`src/rtl/icache_pkg.sv`:
```
// Shared definitions for the direct-mapped instruction cache: FSM encoding,
// line geometry and helpers that derive index/tag widths from the cache parameters.
package icache_pkg;

    localparam int LINE_WORDS = 4;
    localparam int OFFSET_W   = 2;

    localparam logic [1:0] ST_IDLE = 2'd0;
    localparam logic [1:0] ST_REQ  = 2'd1;
    localparam logic [1:0] ST_FILL = 2'd2;

    function automatic int index_width(input int num_lines);
        return $clog2(num_lines);
    endfunction

    function automatic int tag_width(input int word_size, input int num_lines);
        return word_size - OFFSET_W - $clog2(num_lines);
    endfunction

endpackage

```
`src/rtl/icache_array.sv`:
```
// Data, tag and valid storage for icache_direct: one combinational read port,
// one word-write port, one tag/valid-write port, single-line invalidate and clear-all.
module icache_array
    import icache_pkg::*;
#(
    parameter int WORD_SIZE = 16,
    parameter int NUM_LINES = 8,
    parameter int INDEX_W   = 3,
    parameter int TAG_W     = 11
) (
    input  logic                 clk_i,
    input  logic                 rst_i,
    input  logic                 clear_all_i,
    input  logic [INDEX_W-1:0]   rd_index_i,
    input  logic [OFFSET_W-1:0]  rd_offset_i,
    output logic [WORD_SIZE-1:0] rd_data_o,
    output logic [TAG_W-1:0]     rd_tag_o,
    output logic                 rd_valid_o,
    input  logic                 wr_en_i,
    input  logic [INDEX_W-1:0]   wr_index_i,
    input  logic [OFFSET_W-1:0]  wr_offset_i,
    input  logic [WORD_SIZE-1:0] wr_data_i,
    input  logic                 tv_en_i,
    input  logic [INDEX_W-1:0]   tv_index_i,
    input  logic [TAG_W-1:0]     tv_tag_i,
    input  logic                 tv_valid_i,
    input  logic                 inv_en_i,
    input  logic [INDEX_W-1:0]   inv_index_i
);

    logic [WORD_SIZE-1:0] data_q [NUM_LINES*LINE_WORDS];
    logic [TAG_W-1:0]     tag_q  [NUM_LINES];
    logic [NUM_LINES-1:0] valid_q;
    logic [NUM_LINES-1:0] valid_d;

    assign rd_data_o  = data_q[{rd_index_i, rd_offset_i}];
    assign rd_tag_o   = tag_q[rd_index_i];
    assign rd_valid_o = valid_q[rd_index_i];

    // Data and tags carry no reset; only the valid bits qualify them.
    always_ff @(posedge clk_i) begin
        if (wr_en_i) begin
            data_q[{wr_index_i, wr_offset_i}] <= wr_data_i;
        end
        if (tv_en_i) begin
            tag_q[tv_index_i] <= tv_tag_i;
        end
    end

    always_comb begin
        valid_d = valid_q;
        if (inv_en_i) begin
            valid_d[inv_index_i] = 1'b0;
        end
        if (tv_en_i) begin
            valid_d[tv_index_i] = tv_valid_i;
        end
        if (clear_all_i) begin
            valid_d = '0;
        end
    end

    always_ff @(posedge clk_i or posedge rst_i) begin
        if (rst_i) begin
            valid_q <= '0;
        end else begin
            valid_q <= valid_d;
        end
    end

endmodule

```
`src/rtl/icache_direct.sv`:
```
// Direct-mapped read-only instruction cache with 4-word line refill over a valid/ack
// memory handshake. Define ICACHE_STATS_EN to add saturating hit/miss counters.
module icache_direct
    import icache_pkg::*;
#(
    parameter int WORD_SIZE = 16,
    parameter int NUM_LINES = 8
) (
    input  logic                 clk,
    input  logic                 reset_n,
    input  logic                 flush,
    input  logic                 i_readM,
    input  logic                 i_writeM,
    input  logic [WORD_SIZE-1:0] i_address,
    output logic [WORD_SIZE-1:0] i_data,
    output logic                 i_ready,
    output logic                 m_readM,
    output logic [WORD_SIZE-1:0] m_address,
    input  logic [WORD_SIZE-1:0] m_data,
    input  logic                 m_ack
`ifdef ICACHE_STATS_EN
    ,
    output logic [WORD_SIZE-1:0] hit_count,
    output logic [WORD_SIZE-1:0] miss_count
`endif
);

    localparam int INDEX_W = index_width(NUM_LINES);
    localparam int TAG_W   = tag_width(WORD_SIZE, NUM_LINES);

    logic [OFFSET_W-1:0]  req_offset;
    logic [INDEX_W-1:0]   req_index;
    logic [TAG_W-1:0]     req_tag;

    logic [WORD_SIZE-1:0] rd_data;
    logic [TAG_W-1:0]     rd_tag;
    logic                 rd_valid;
    logic                 lookup_hit;
    logic                 idle;

    logic [1:0]           state_q,      state_d;
    logic [TAG_W-1:0]     miss_tag_q,   miss_tag_d;
    logic [INDEX_W-1:0]   miss_index_q, miss_index_d;
    logic [OFFSET_W-1:0]  word_q,       word_d;
    logic                 poison_q,     poison_d;
    logic [WORD_SIZE-1:0] data_q;

    logic                 wr_en;
    logic                 tv_en;
    logic                 tv_valid;
    logic                 inv_en;

    assign req_offset = i_address[OFFSET_W-1:0];
    assign req_index  = i_address[OFFSET_W +: INDEX_W];
    assign req_tag    = i_address[WORD_SIZE-1 -: TAG_W];

    assign lookup_hit = rd_valid && (rd_tag == req_tag);
    assign idle       = (state_q == ST_IDLE);

    // Hits are served straight from the array; otherwise i_data holds its last value.
    assign i_ready   = idle && i_readM && lookup_hit;
    assign i_data    = i_ready ? rd_data : data_q;
    assign m_readM   = (state_q == ST_REQ);
    assign m_address = {miss_tag_q, miss_index_q, word_q};

    always_comb begin
        state_d      = state_q;
        miss_tag_d   = miss_tag_q;
        miss_index_d = miss_index_q;
        word_d       = word_q;
        poison_d     = poison_q;
        wr_en        = 1'b0;
        tv_en        = 1'b0;
        tv_valid     = 1'b0;
        inv_en       = 1'b0;
        case (state_q)
            ST_IDLE: begin
                poison_d = 1'b0;
                if (i_readM && !lookup_hit) begin
                    state_d      = ST_REQ;
                    miss_tag_d   = req_tag;
                    miss_index_d = req_index;
                    word_d       = '0;
                end else if (i_writeM && !i_readM && lookup_hit) begin
                    inv_en = 1'b1;
                end
            end
            ST_REQ: begin
                if (flush) begin
                    poison_d = 1'b1;
                end
                if (m_ack) begin
                    wr_en  = 1'b1;
                    word_d = word_q + 1'b1;
                    if (word_q == 2'd3) begin
                        state_d = ST_FILL;
                    end
                end
            end
            ST_FILL: begin
                // A flush seen anywhere in this refill leaves the line invalid.
                tv_en    = 1'b1;
                tv_valid = !(poison_q || flush);
                state_d  = ST_IDLE;
            end
            default: state_d = ST_IDLE;
        endcase
    end

    always_ff @(posedge clk or posedge reset_n) begin
        if (reset_n) begin
            state_q      <= ST_IDLE;
            miss_tag_q   <= '0;
            miss_index_q <= '0;
            word_q       <= '0;
            poison_q     <= 1'b0;
            data_q       <= '0;
        end else begin
            state_q      <= state_d;
            miss_tag_q   <= miss_tag_d;
            miss_index_q <= miss_index_d;
            word_q       <= word_d;
            poison_q     <= poison_d;
            data_q       <= i_data;
        end
    end

    icache_array #(
        .WORD_SIZE (WORD_SIZE),
        .NUM_LINES (NUM_LINES),
        .INDEX_W   (INDEX_W),
        .TAG_W     (TAG_W)
    ) u_array (
        .clk_i       (clk),
        .rst_i       (reset_n),
        .clear_all_i (flush),
        .rd_index_i  (req_index),
        .rd_offset_i (req_offset),
        .rd_data_o   (rd_data),
        .rd_tag_o    (rd_tag),
        .rd_valid_o  (rd_valid),
        .wr_en_i     (wr_en),
        .wr_index_i  (miss_index_q),
        .wr_offset_i (word_q),
        .wr_data_i   (m_data),
        .tv_en_i     (tv_en),
        .tv_index_i  (miss_index_q),
        .tv_tag_i    (miss_tag_q),
        .tv_valid_i  (tv_valid),
        .inv_en_i    (inv_en),
        .inv_index_i (req_index)
    );

`ifdef ICACHE_STATS_EN
    logic [WORD_SIZE-1:0] hit_q,  hit_d;
    logic [WORD_SIZE-1:0] miss_q, miss_d;

    always_comb begin
        hit_d  = hit_q;
        miss_d = miss_q;
        if (i_readM && i_ready && (hit_q != {WORD_SIZE{1'b1}})) begin
            hit_d = hit_q + 1'b1;
        end
        if (idle && i_readM && !lookup_hit && (miss_q != {WORD_SIZE{1'b1}})) begin
            miss_d = miss_q + 1'b1;
        end
    end

    always_ff @(posedge clk or posedge reset_n) begin
        if (reset_n) begin
            hit_q  <= '0;
            miss_q <= '0;
        end else begin
            hit_q  <= hit_d;
            miss_q <= miss_d;
        end
    end

    assign hit_count  = hit_q;
    assign miss_count = miss_q;
`endif

endmodule

```
`config.mk`:
```
export PLATFORM = sky130hd
export DESIGN_NAME = icache_direct
export DESIGN_NICKNAME = d
export VERILOG_FILES = /design/src/rtl/icache_pkg.sv /design/src/rtl/icache_array.sv /design/src/rtl/icache_direct.sv
export SDC_FILE = /design/constraint.sdc
export NUM_CORES = 1
export LEC_CHECK = 0
export ABC_AREA = 1
export CORE_ASPECT_RATIO = 1.75
export CORE_MARGIN = 2
export CORE_UTILIZATION = 45
export DETAILED_ROUTE_END_ITERATION = 8
export SETUP_SLACK_MARGIN = 0.5
export SLEW_MARGIN = 20
export SYNTH_ARGS = -nofsm -noshare
export SYNTH_HDL_FRONTEND = slang
export SYNTH_SLANG_ARGS = --single-unit
```
`constraint.sdc`:
```
create_clock -name clk -period 2.8 [get_ports clk]
set_input_delay 0.28 -clock clk [delete_from_list [all_inputs] [get_ports clk]]
set_output_delay 0.28 -clock clk [all_outputs]
set_load 0.02 [all_outputs]
```
==> impl_metrics.json <==
{
  "finalInstanceArea_sq_um": 31300,
  "rsz0062_at_grt": "yes",
  "finalMaxSlewViolations": 0,
  "period_minus_slack_ns": 2.97,
  "post_drt_wl_per_cell_um": 22.8,
  "postPlaceCellArea_sq_um": 29000,
  "worst_slack_ns": -0.166,
  "utilization": 0.549,
  "critPathKind": "reg2out",
  "diodes": 0,
  "grt.overflow.total": 0,
  "status": "complete, but fails checks",
  "fp.dieH_um": 321,
  "cts_buffers": 57,
  "crit_slowest_cell": "edfxtp_1",
  "cts_tree": "built",
  "final_layout_size_suffix_gt1_frac": 0.167,
  "htreeDepth": 2,
  "syn_avg_cell_area_sq_um": 12.3,
  "endpoint_kind": "primary output",
  "r2r-start": "u_array.tag_q[6][6]",
  "finalCritPeriodShare": 1.06,
  "start_kind": "flip-flop",
  "intPower_mw": 16.4,
  "tns_ns": -2.52,
  "initial_core_util": 0.454,
  "dieArea_sq_um": 59500,
  "crit_required_ns": 2.52,
  "synth.distinct_cells": 30,
  "portBuffers": 71,
  "synth_edf_count": 600,
  "antenna_found_initial": 0,
  "ys_warn_count": 0,
  "p_sw_mw": 5.46,
  "num_rows": 116,
  "yosys.area.top_type": "edfxtp_1",
  "clock-sinks": 643,
  "vdd_drop_max_mv": 0.515,
  "crit_fanout": 6,
  "drt_iter0_drc": 1439,
  "r2r_slack_ns": -0.04,
  "globalplace.congestion": 0.930,
  "die_w_um": 185,
  "ys_seq_area_frac": 0.738,
  "synth_top_area_frac": 0.696,
  "max_stage_delay_ns": 0.35,
  "critical_path_buf_inv_count": 5,
  "fin_cells": 3163,
  "hp-class": "in2reg",
  "avgViaCountPerCell": 5.55,
  "cap_violations": 0,
  "syn-num-nets": 2140,
  "clock_path_buffers": 3,
  "synthFlopType": "edfxtp_1",
  "drtAntennaViolNets": 0,
  "drt_pass1_iterations": 5,
  "vias": 17568,
  "drc": 0,
  "grt_pass1_vias": 17714,
  "nNetsFinal": 2394,
  "synth_seq_cells": 643,
  "netlist_area_sq_um": 25900,
  "path_clk_slew_ns": 0.06,
  "grt_max_degree": 47,
  "report.final.setup_viol": 18,
  "path_delay_family": "simple AND/OR/NAND/NOR gates",
  "cts_root_buffer": "clkbuf_16",
  "fmax_ghz": 0.337,
  "syn_to_final_growth_pct": 21.0,
  "routed_wl_um": 72200,
  "leakage_nw": 11.3,
  "grt_pass1_wl_um": 106000,
  "syn_inst": 2098,
  "seq_power_share": 0.525,
  "coreArea_sq_um": 57000,
  "hold_ws_ns": 0.335,
  "clock_latency_ns": 0.62,
  "pwr_density_cell_nw_per_um2": 698,
  "min_from": "m_ack",
  "max_slew_margin": 0.568,
  "dp_hpwl_um": 47100,
  "power_frac_comb": 0.114,
  "ios": 72,
  "skew_ns": 0.0204,
  "worstMarginPinSlew_ns": 0.646,
  "clkPwrFrac": 0.360,
  "switching_share": 0.250,
  "grtUsageTotal": 0.243,
  "yosys-top-cells-area": "edfxtp_1 70%, nor2_1 6.7%, nand2_1 5.2%",
  "ys_async_sr_fraction": 0.0669,
  "finalHoldViolCount": 0,
  "worstPathArrival_ns": 2.69,
  "dp_cells": 3033,
  "crit_chain": "nor2_1 -> buf_4 -> nor2_2 -> buf_4 -> o21ai_2 -> nand2_1 -> nor2_1 -> nand2_1 -> nand2_2 -> nand3_4 -> nor2_4 -> nand2_4 -> nor2_8 -> buf_6 -> buf_12 -> o21ai_2 -> nand2_2 -> buf_6",
  "crit_start": "u_array.tag_q[6][6]",
  "violations": "setup timing"
}
worst register-to-register path, delay by kind of cell, from the launching register on:
family | cells | cell delay, ns
buffers and inverters | 12 | 1.36
flip-flops | 1 | 0.35
AND/OR/NAND/NOR | 10 | 0.87
AO/OA/AOI/OAI | 2 | 0.17
timing repair:
action,in CTS,in global routing
hold buffers,1,0
setup endpoints to repair,33,34
gates cloned,1,1
pin swaps,12,11
hold endpoints to repair,10,0
buffers inserted,18,6
resized for setup,142,38
registers in the layout, summed over array words and instances (netlist names):
| register | cells |
|---|---|
| miss_index_q | 3 |
| word_q | 2 |
| miss_tag_q | 11 |
| poison_q | 1 |
| data_q | 16 |
| state_q | 2 |
| u_array.valid_q | 8 |
| u_array.tag_q | 88 |
| u_array.data_q | 512 |
cells in the mapped netlist, types with 2 or more instances:
cell      instances
nand2_1         356
o21ai_0         163
nor2_8            2
o32ai_1         128
nor3_1            8
nor2_1          462
nor2_4            4
inv_1            94
dfrtp_1          43
ha_1              4
nand3_1          34
edfxtp_1        600
nand3b_1          2
o21ai_1          14
o21ai_2           9
inv_2             3
buf_4             3
buf_6            11
nand4_1          41
o211ai_1          4
buf_1            10
buf_2             8
a21oi_1           8
clkbuf_1         81
path summary, 6_finish.rpt:
check	depth (start not counted)	to
hold / removal	3	state_q[1]
setup / recovery	18	i_data[4]
max in group asynchronous	4	u_array.valid_q[6]
hold reg to reg	2	data_q[12]
setup reg to reg	24	data_q[1]
min in group asynchronous	3	data_q[4]
power groups by stage:
stage               combinational [mW]  clock [mW]  sequential [mW]
detailed placement                2.45           0             11.7
CTS                               2.48        7.99             11.5
global route                      2.69        8.32             11.5
finish                            2.50        7.88             11.5
global placement                  2.42           0             11.7
floorplan                         1.04           0             11.7
per-layer routing:
metal  up-vias  track usage  part of all wire
met5         -            0                 0
met4         0        0.133             0.060
met3       213       0.0269             0.050
met2       615        0.448              0.53
met1      8768        0.270              0.36
li1       7972            -                 -
stage by stage:
step / setup slack (ns) / power, mW
floorplan: 0.380 / 12.7
global placement: -0.727 / 14.1
detailed placement: -0.775 / 14.1
CTS: -0.203 / 22.0
global route: -0.311 / 22.5
finish: -0.166 / 21.9
logic make-up (layout without fill, tap and decap cells):
group,Yosys count,after routing,share of synthesized area
adder cells (fa/ha/maj),4,4,0.00193
flip-flops,643,643,0.738
buffers and inverters,213,511,0.0354
AND/OR/NAND/NOR,912,912,0.141
AO/OA/AOI/OAI,326,326,0.0833
cell usage in the layout (no fill, tap or decap), types with 3 or more instances in the layout:
cell type and instances:
inv_1 91, buf_6 33, clkinv_1 9, dfrtp_1 43, buf_12 30, edfxtp_1 600
ha_1 4, o211ai_1 4, o32ai_1 128, a21oi_1 8, nand2_2 19, clkbuf_16 58
inv_2 5, clkdlybuf4s50_1 49, clkinv_2 10, nand4_1 41, clkbuf_1 12, o21ai_1 15
nor2_1 457, o21ai_0 150, clkbuf_8 3, nor2_2 5, buf_4 190, nand2_1 336
nor3_1 8, o21ai_4 8, nor2_4 4, nand3_1 33, o21ai_2 13, bufinv_16 6
layout make-up:
type                    count  area, sq um
inverters                  99          382
clock inverters            30          322
well taps                 767          960
clock buffers              73         1540
fillers                  4725        25700
multi-input cells        1242         6050
flip-flops and latches    643        19100
repair buffers            309         2970
Note: power is estimated with default switching activity, not from simulation.
